### config.mk
export PLATFORM = sky130hd
export DESIGN_NAME = fetch_queue
export DESIGN_NICKNAME = d
export VERILOG_FILES = /design/src/rtl/pipeline_pkg.sv /design/src/rtl/fq_store.sv /design/src/rtl/fetch_queue.sv
export SDC_FILE = /design/constraint.sdc
export NUM_CORES = 1
export LEC_CHECK = 0
export CAP_MARGIN = 20
export CORE_ASPECT_RATIO = 1.2
export CORE_UTILIZATION = 50
export DETAILED_ROUTE_END_ITERATION = 10
export GPL_ROUTABILITY_DRIVEN = 0
export HOLD_SLACK_MARGIN = 0.08
export PLACE_DENSITY_LB_ADDON = 0.15
export RECOVER_POWER = 100
export SLEW_MARGIN = 10
export SYNTH_ARGS = -nofsm -noshare
export SYNTH_HDL_FRONTEND = slang
export SYNTH_SLANG_ARGS = --single-unit
### constraint.sdc
create_clock -name clk -period 8.3 [get_ports clk]
set_input_delay 1.66 -clock clk [delete_from_list [all_inputs] [get_ports clk]]
set_output_delay 1.66 -clock clk [all_outputs]
set_load 0.01 [all_outputs]
### src/rtl/pipeline_pkg.sv
// Shared pipeline constants for the fetch/decode datapath.
// NOP encoding and default datapath width reused by reg_d/reg_e and hazard unit.
package pipeline_pkg;

    localparam int unsigned PIPE_DATA_W = 32;

    // sll $0,$0,0
    localparam logic [31:0] NOP_INSTR = 32'h0000_0000;

endpackage

### src/rtl/fq_store.sv
// Register-array storage for the fetch queue.
// Ports: clk; we/waddr/wdata sync write; raddr -> rdata async read.
import pipeline_pkg::*;

module fq_store #(
    parameter int unsigned WIDTH = 2 * PIPE_DATA_W,
    parameter int unsigned DEPTH = 4,
    parameter int unsigned AW    = $clog2(DEPTH)
) (
    input  logic             clk,
    input  logic             we,
    input  logic [AW-1:0]    waddr,
    input  logic [WIDTH-1:0] wdata,
    input  logic [AW-1:0]    raddr,
    output logic [WIDTH-1:0] rdata
);

    logic [WIDTH-1:0] mem [DEPTH];

    always_ff @(posedge clk) begin
        if (we) begin
            mem[waddr] <= wdata;
        end
    end

    assign rdata = mem[raddr];

endmodule

### src/rtl/fetch_queue.sv
// Instruction prefetch queue between fetch and the decode register.
// Ports: clk, reset, flush; push_* from fetch; pop_* to decode; count/full/empty status.
import pipeline_pkg::*;

module fetch_queue #(
    parameter int unsigned DATA_W = PIPE_DATA_W,
    parameter int unsigned DEPTH  = 4,
    parameter bit          BYPASS = 1'b1,
    localparam int unsigned PW    = $clog2(DEPTH),
    localparam int unsigned CW    = $clog2(DEPTH + 1)
) (
    input  logic              clk,
    input  logic              reset,
    input  logic              flush,
    input  logic              push_valid,
    input  logic [DATA_W-1:0] push_instr,
    input  logic [DATA_W-1:0] push_pc_plus_4,
    output logic              push_ready,
    input  logic              pop_ready,
    output logic              pop_valid,
    output logic [DATA_W-1:0] pop_instr,
    output logic [DATA_W-1:0] pop_pc_plus_4,
    output logic [CW-1:0]     count,
    output logic              full,
    output logic              empty
);

    logic [PW-1:0]       rd_ptr;
    logic [PW-1:0]       wr_ptr;
    logic [CW-1:0]       count_q;
    logic [2*DATA_W-1:0] rdata;
    logic                kill;
    logic                bypass_path;
    logic                head_valid;
    logic                push_fire;
    logic                pop_fire;
    logic                pass_through;
    logic                do_write;
    logic                do_read;

    assign count = count_q;
    assign full  = (count_q == CW'(DEPTH));
    assign empty = (count_q == '0);
    assign kill  = reset | flush;

    // Push acceptance never looks at pop_ready.
    assign push_ready = !full && !kill;

    assign bypass_path = BYPASS && empty;
    assign head_valid  = !empty || (bypass_path && push_valid);
    assign pop_valid   = head_valid && !kill;

    assign push_fire = push_valid && push_ready;
    assign pop_fire  = pop_valid && pop_ready;

    // Empty + bypass + consumed: data skips the store entirely.
    assign pass_through = bypass_path && push_fire && pop_ready;
    assign do_write     = push_fire && !pass_through;
    assign do_read      = pop_fire && !pass_through;

    always_comb begin
        pop_instr     = DATA_W'(NOP_INSTR);
        pop_pc_plus_4 = '0;
        if (pop_valid) begin
            if (bypass_path) begin
                pop_instr     = push_instr;
                pop_pc_plus_4 = push_pc_plus_4;
            end else begin
                pop_instr     = rdata[2*DATA_W-1:DATA_W];
                pop_pc_plus_4 = rdata[DATA_W-1:0];
            end
        end
    end

    always_ff @(posedge clk) begin
        if (kill) begin
            rd_ptr  <= '0;
            wr_ptr  <= '0;
            count_q <= '0;
        end else begin
            if (do_write) begin
                wr_ptr <= wr_ptr + PW'(1);
            end
            if (do_read) begin
                rd_ptr <= rd_ptr + PW'(1);
            end
            unique case (1'b1)
                do_write && !do_read: count_q <= count_q + CW'(1);
                do_read && !do_write: count_q <= count_q - CW'(1);
                default:              count_q <= count_q;
            endcase
        end
    end

    fq_store #(
        .WIDTH (2 * DATA_W),
        .DEPTH (DEPTH)
    ) u_store (
        .clk   (clk),
        .we    (do_write),
        .waddr (wr_ptr),
        .wdata ({push_instr, push_pc_plus_4}),
        .raddr (rd_ptr),
        .rdata (rdata)
    );

endmodule

# == Word-level counts from Yosys, hierarchy flattened ==
# Memory sizes are Yosys's and may differ from the RTL's. A register that Yosys moved wholly into a read port is not among the register bits.
# Cells that the tools add are included.
# word_totals
reg_bits,7
ram_bits,256
in_bits,69
elab_cells,39
memories,1
# memory_table
memory,words,word_bits,rd,rd_clocked_by_memory_dff,write_ports,line,text
u_store.mem,4,64,1,1,1,fq_store.sv:18,logic [WIDTH-1:0] mem [DEPTH];
# op_classes
add_sub_neg,4
n_eq_ne,1
mux,9
n_bitwise,1
reduce_logical,20
# ops
op,count
$mux 32,4
$logic_and 1x1->1,11
$logic_not 1->1,6
$pmux 3 s2,1
$add 2x1->2 const B,2
$mux 2,2
$add 3x1->3 const B,1
$eq 3x3->1 const B,1
$logic_not 3->1,1
$sub 3x1->3 const B,1
$mux 1,2
$reduce_bool 2->1,1
$logic_or 1x1->1,1
$or 1x1->1,1

# == Depth between registers and ports, before layout ==
# logic_depth
word_depth,11
depth_mapped,9

# == By module ==
# From an unflattened synthesis, not the netlist that was laid out.
# unflattened
hier_cells,599
area_unflattened_um2,10774.1
# by_module_without_submodules
module,n_inst,cells_each,area_per_inst_um2,seq_area_each_um2
fq_store,1,338,9341.5,7687.4
fetch_queue,1,261,1432.6,140.1

# == Least setup slack after synthesis ==
# OpenSTA, ideal clock, no wires.
# synth_path
path_kind,input port to output port
startpoint,in flush
endpoint,out pop_instr[10]
t_arrival_ns,2.738
t_required_ns,6.640
path_slack_ns,3.902
path_stages,4
n_path_buf,1
path_cell_list,or2_2 nor2_2 clkbuf_1 a22o_1
# synth_between
elab_chain_cells,4
# synth_lines
item,line,text
"start, declared",fetch_queue.sv:14,"input logic flush,"
$or 1x1->1,fetch_queue.sv:44,assign kill = reset | flush;
$logic_not 1->1,fetch_queue.sv:51,assign pop_valid = head_valid && !kill;
$logic_and 1x1->1,fetch_queue.sv:51,
$mux 32,fetch_queue.sv:64,if (pop_valid) begin
"end, declared",fetch_queue.sv:21,"output logic [DATA_W-1:0] pop_instr,"
# No other way between the ends.

# == Worst setup path in the final report ==
# layout_path
startpoint,in reset
endpoint,out pop_instr[19]
# layout_between
elab_chain_cells,4
# layout_lines
item,line,text
"start, declared",fetch_queue.sv:13,"input logic reset,"
$or 1x1->1,fetch_queue.sv:44,
$logic_not 1->1,fetch_queue.sv:51,
$logic_and 1x1->1,fetch_queue.sv:51,
$mux 32,fetch_queue.sv:64,
# No other way between the ends.

==> flow_metrics.py <==
metrics = {
    "status": {
        "status": "complete, but fails checks",
        "failed_checks": "max-capacitance violations, max-slew violations",
    },
    "pwr": {
        "ir_worst_vdd_v": 0.000185,
        "seq_power_share": 0.534,
        "p_sw_frac": 0.190,
        "p_comb_frac": 0.036,
        "power.switching_uw": 526,
        "internal-power_uw": 2240,
        "clkPwrFrac": 0.430,
        "power.leakage_uw": 0.00421,
        "p_per_area_nw_per_um2": 216,
    },
    "floorplanning": {
        "start_util": 0.513,
        "fp.coreArea_sq_um": 20300,
        "ios": 140,
        "dieWidth_um": 134,
        "row_count": 57,
        "die_h_um": 160,
        "dieArea_sq_um": 21400,
    },
    "routing": {
        "drtIter0Drc": 395,
        "antenna_left": 0,
        "vias": 5226,
        "firstDrtPassIters": 4,
        "wl_per_cell_um": 22.3,
        "vias_per_cell": 5.83,
        "wirelength_um": 20000,
        "route.detailed.drc": 0,
    },
    "synth": {
        "netlist-cell-type-count": 29,
        "synth_top_flop_cell": "edfxtp_1",
        "synthCells": 471,
        "synth_edf_count": 256,
        "ys_warn_count": 0,
        "syn_nets": 546,
        "async_reset_ff_frac": 0,
        "synth.avg_cell_area_sq_um": 22.1,
        "synth_area_sq_um": 10400,
        "ys_ff_latch": 265,
        "yosysSeqAreaShare": 0.754,
    },
    "timing": {
        "max_slew.worst_pin.slew_ps": 4920,
        "clock_skew_ps": 5.41,
        "timing.final.crit_share": 0.793,
        "hold_violations": 0,
        "finalSetupViolations": 0,
        "fin_crit_ps": 6580,
        "rsz0062_at_grt": "false",
        "fin_tns_setup_ps": 0,
        "maxClockFrequency_ghz": 0.152,
        "maxSlewViolCount": 325,
        "timing.slew.headroom": -2.28,
    },
    "clock_tree": {
        "cts_hold_buf": 0,
        "clk_latency_ps": 510,
        "post_cts_buffers": 0,
        "cts_sinks": 265,
        "clk_path_buf_depth": 3,
        "cts_max_level": 1,
        "clk_pin_slew_ps": 60,
        "tritoncts": "done",
        "cts.repair.resized": 0,
        "cts_buffers": 26,
        "root_buffer": "clkbuf_16",
    },
    "finish": {
        "area_growth_pct": 22.9,
        "final_layout_size_suffix_gt1_frac": 0.176,
        "final_cell_area_sq_um": 12800,
        "final_core_util": 0.631,
        "fin_nets": 687,
        "num-fill-cells": 1426,
    },
    "global_routing": {
        "use_met2": 0.323,
        "grt_overflow": 0,
        "grt_pass1_vias": 5653,
        "grt_pass1_wl_um": 31600,
        "gr-usage-met3": 0.0349,
        "grt_max_degree": 65,
        "grt-busiest-layer": "met2",
        "grt_usage": 0.192,
        "antenna_found_initial": 2,
        "global_route.usage.met1": 0.263,
    },
    "run": {
        "cap_violations": 5,
    },
    "setup_path": {
        "crit_path_top_delay_cell": "clkbuf_2",
        "crit_fanout": 64,
        "cp-start-kind": "input pin",
        "crit_top_cell": "dlygate4sd3_1",
        "critical-path-top-delay-family": "buffers and inverters",
        "crit_buf_inv": 3,
        "crit_chain": "dlygate4sd3_1, or2_0, nor2_4, clkbuf_2, a22o_1, dlygate4sd3_1",
        "arrival_ps": 4920,
        "cp_data_required_time_ps": 6640,
        "cp-end-kind": "primary output",
        "crit_type": "input pin to primary output",
        "slowest_delay_ps": 1120,
    },
    "placed_design": {
        "portBuffers": 139,
        "post_dp_cell_area_sq_um": 12000,
        "hpwl_um": 10800,
    },
    "min_path": {
        "hold_class": "flip-flop to flip-flop",
    },
}
registers in the layout (all words and copies together) (netlist names), named ones only:
name and count:
count 3, u_store.mem 256, wr_ptr 2, rd_ptr 2
final timing paths:
| path | from | to | slack (ps) | cells after the start |
|---|---|---|---|---|
| hold / removal | count[2] | count[2] | 540 | 2 |
| hold reg to reg | count[2] | count[2] | 540 | 2 |
| setup / recovery | reset | pop_instr[19] | 1720 | 6 |
| setup reg to reg | count[2] | u_store.mem[0][48] | 3450 | 3 |
metrics by stage:
step                      setup slack [ps]  cells  hold slack, ps  total power [uW]
after floorplan                       3900    471             485              1540
after global placement                2530    849             510              1610
after detailed placement              2520    849             531              1610
after CTS                             2540    896             542              2800
after global routing                  1510    897             568              2850
final                                 1720    897             536              2770
worst min-delay path: cells and delay by family, from the launching register on:
kind            cells  cell delay, ps
compound gates      2             140
flops               1             350
synth_stat cells (2+ instances only):
library cell	n	area share
nor2_1	14	0.0050
dfxtp_1	9	0.017
buf_2	8	0.0038
clkbuf_1	12	0.0043
ha_1	5	0.0060
a22o_1	64	0.054
inv_1	6	0.0022
buf_12	7	0.013
a21oi_1	2	0.00096
and2_1	4	0.0024
edfxtp_1	256	0.74
xor2_1	4	0.0034
mux4_2	64	0.14
power groups by stage:
stage / combinational, uW / clock, uW / sequential (uW)
floorplan: 39.1 / 0 / 1500
global placement: 106 / 0 / 1500
detailed placement: 110 / 0 / 1500
CTS: 111 / 1210 / 1480
global route: 108 / 1260 / 1480
finish: 98.9 / 1190 / 1480
routing by layer:
metal | wire (um) | vias up | share of wire
li1 | - | 2294 | -
met1 | 8530 | 2752 | 0.43
met2 | 10100 | 155 | 0.50
met3 | 1140 | 23 | 0.057
met4 | 217 | 2 | 0.011
met5 | 8 | - | 0.00040
layout by cell type, fill, tap and decap left out, types with 2 or more instances in the layout:
master	instances
dfxtp_1	7
clkinv_2	7
xor2_1	4
dlygate4sd3_1	136
edfxtp_1	256
ha_1	5
clkbuf_16	27
bufinv_16	4
inv_1	6
a21oi_1	2
dfxtp_4	2
clkinvlp_4	2
clkbuf_1	3
nor2_1	14
a22o_1	64
clkinv_1	5
mux4_2	64
and2_0	4
clkdlybuf4s50_1	3
cell families (layout without fill, tap and decap cells):
group                    Yosys count  in the layout  synth area share
multiplexers                      65             65             0.139
adder cells (fa/ha/maj)            6              6           0.00792
buffers and inverters             35            195            0.0246
other                              0              1                 0
XOR/XNOR                           5              5           0.00420
AO/OA/AOI/OAI                     69             69            0.0569
AND/OR/NAND/NOR                   26             26            0.0128
flip-flops                       265            265             0.754
cell type report:
cell class | count | area (sq um) | area share
inverter | 7 | 27.5 | 0.00215
multi-input combinational | 171 | 2310 | 0.180
clock buffer | 30 | 687 | 0.0536
clock inverter | 17 | 184 | 0.0143
antenna | 1 | 2.50 | 0.000195
tap | 265 | 332 | 0.0259
timing repair buffer | 141 | 1400 | 0.109
sequential | 265 | 7880 | 0.614
No activity file was read; power rests on OpenSTA's default activity.
==> RTL edit (same settings) <==
Change the parameter `BYPASS` from 1'b1 to 1'b0.
--- a/src/rtl/fetch_queue.sv
+++ b/src/rtl/fetch_queue.sv
@@ -5,7 +5,7 @@
 module fetch_queue #(
     parameter int unsigned DATA_W = PIPE_DATA_W,
     parameter int unsigned DEPTH  = 4,
-    parameter bit          BYPASS = 1'b1,
+    parameter bit          BYPASS = 1'b0,
     localparam int unsigned PW    = $clog2(DEPTH),
     localparam int unsigned CW    = $clog2(DEPTH + 1)
 ) (
Behaviour: not the same (Yosys sat finds a counterexample within 4 cycles, from zero or initial values).
==> RTL edit against the unedited design <==
The flow still finishes with violations (capacitance limit, slew limit); non-clock buffer count is 1 higher; power is 4.6% lower; worst setup slack better by 840 ps; register-to-register slack better by 1000 ps; fmax is 15% higher; area after synthesis is 2.9% higher; sequential cell count stayed put; wire length is 6.9% lower; final area is 0.76% higher; critical path type unchanged; largest cell class unchanged; highest routed layer unchanged.
==> RTL edit: results (changes against the unedited design) <==
<table>
<tr><th>Metric</th><th>Value</th></tr>
<tr><th colspan="2">Final layout</th></tr>
<tr><td>Ratio of cells with drive above 1 in the final layout</td><td>25.00% (+7.4 points)</td></tr>
<tr><td>Fin nets</td><td>684 (-0.44%)</td></tr>
<tr><td>Fill cell instance count of the final layout</td><td>1461 (+2.5%)</td></tr>
<tr><th colspan="2">Global route</th></tr>
<tr><td>Via count of the first global-routing pass</td><td>5255 (-7.0%)</td></tr>
<tr><td>Wire length of the first global-routing pass</td><td>28530 um (-9.6%)</td></tr>
<tr><td>Total track usage</td><td>17.38% (-1.8 points)</td></tr>
<tr><th colspan="2">Logic synthesis</th></tr>
<tr><td>Post-synth cell types</td><td>33 (+14%)</td></tr>
<tr><td>Most instantiated cells after synthesis</td><td>256 x sky130_fd_sc_hd__edfxtp_1, 64 x sky130_fd_sc_hd__mux4_2, 60 x sky130_fd_sc_hd__nor2b_4, 9 x sky130_fd_sc_hd__dfxtp_1, 9 x sky130_fd_sc_hd__nor2_1</td></tr>
<tr><td>Synth Area in Compound Gates</td><td>0.4083% (-5.3 points)</td></tr>
<tr><td>Multiplexer fraction of the synthesized cell area</td><td>13.53% (-0.39 points)</td></tr>
<tr><td>Fraction of the yosys area taken by sequential cells</td><td>73.35% (-2.1 points)</td></tr>
<tr><td>Share of synthesized cell area in full adder, half adder and majority cells</td><td>0.7699% (-0.022 points)</td></tr>
<tr><th colspan="2">Drt</th></tr>
<tr><td>Via count of the routed design</td><td>4778 (-8.6%)</td></tr>
<tr><td>Number of iterations in the first detailed-routing pass</td><td>5 (+1)</td></tr>
<tr><td>Number of DRC violations after detailed-routing iteration 0</td><td>240 (-39%)</td></tr>
<tr><td>Final wirelength</td><td>18590 um (-6.9%)</td></tr>
<tr><th colspan="2">Job</th></tr>
<tr><td>Maximum Capacitance Violations</td><td>4 (-1)</td></tr>
<tr><th colspan="2">Critical path</th></tr>
<tr><td>Slowest stage cell, crit path</td><td>sky130_fd_sc_hd__clkdlybuf4s50_1</td></tr>
<tr><td>Peak fanout along the critical path</td><td>23 (-64%)</td></tr>
<tr><th colspan="2">STA</th></tr>
<tr><td>Final Max Slew Viols</td><td>260 (-20%)</td></tr>
<tr><td>Transition time at the pin with the least slew margin</td><td>3460 ps (-1461 ps)</td></tr>
<tr><th colspan="2">Power and ir drop</th></tr>
<tr><td>VDD IR-drop max</td><td>0.1674 mV (-9.4%)</td></tr>
<tr><td>P_leak</td><td>4.266 nW (+1.4%)</td></tr>
<tr><th colspan="2">Clocking</th></tr>
<tr><td>CTS Buf Count</td><td>25 (-3.8%)</td></tr>
<tr><th colspan="2">Placement</th></tr>
<tr><td>Final HPWL DP</td><td>10340 um (-4.6%)</td></tr>
<tr><th colspan="2">Run status</th></tr>
<tr><td>Status</td><td>finished with violations</td></tr>
<tr><td>Failing checks</td><td>capacitance limit, slew limit</td></tr>
</table>
-- RTL edit: path summary, 6_finish.rpt --
kind	from	end	slack [ps]	cells past startpoint
worst max-delay path	reset	pop_pc_plus_4[12]	2560	6
worst min register to register	wr_ptr[0]	wr_ptr[0]	520	2
worst max register to register	count[0]	u_store.mem[2][8]	4470	2
worst min-delay path	wr_ptr[0]	wr_ptr[0]	520	2
-- RTL edit: through the flow --
step / instances / hold slack (ps) / utilization (%) / setup WS (ps)
floorplan: 462 / 474.8 / - / 4214
detailed placement: 852 / 500.4 / 58.51 / 2551
CTS: 898 / 521.6 / 62.22 / 2544
global placement: 852 / 493.9 / 58.51 / 2612
finish: 900 / 524.2 / 61.60 / 2557
global route: 899 / 582.4 / 61.59 / 2431
-- RTL edit: report_power, final --
| group | internal, mW | switching [mW] | leakage (nW) |
|---|---|---|---|
| logic | 0.0435 | 0.0356 | 1.49 |
| registers | 1.48 | 0.00425 | 2.39 |
| clock network | 0.614 | 0.459 | 0.388 |
| total | 2.14 | 0.498 | 4.27 |
-- RTL edit: layout make-up --
| class | instances | area share (%) |
|---|---|---|
| sequential | 265 | 60.96 |
| multi-input combinational | 167 | 19.20 |
| timing repair buffer | 142 | 10.94 |
| clock buffer | 28 | 4.930 |
| tap | 270 | 2.615 |
| clock inverter | 18 | 1.085 |
| inverter | 8 | 0.2324 |
| antenna | 2 | 0.03874 |
-- RTL edit: layer usage --
metal | vias to the layer above | share of wire [%] | track usage [%]
li1 | 2155 | - | -
met1 | 2467 | 41 | 21.85
met2 | 127 | 52 | 30.52
met3 | 25 | 5.5 | 3.673
met4 | 4 | 1.3 | 4.392
met5 | - | 0.13 | 0
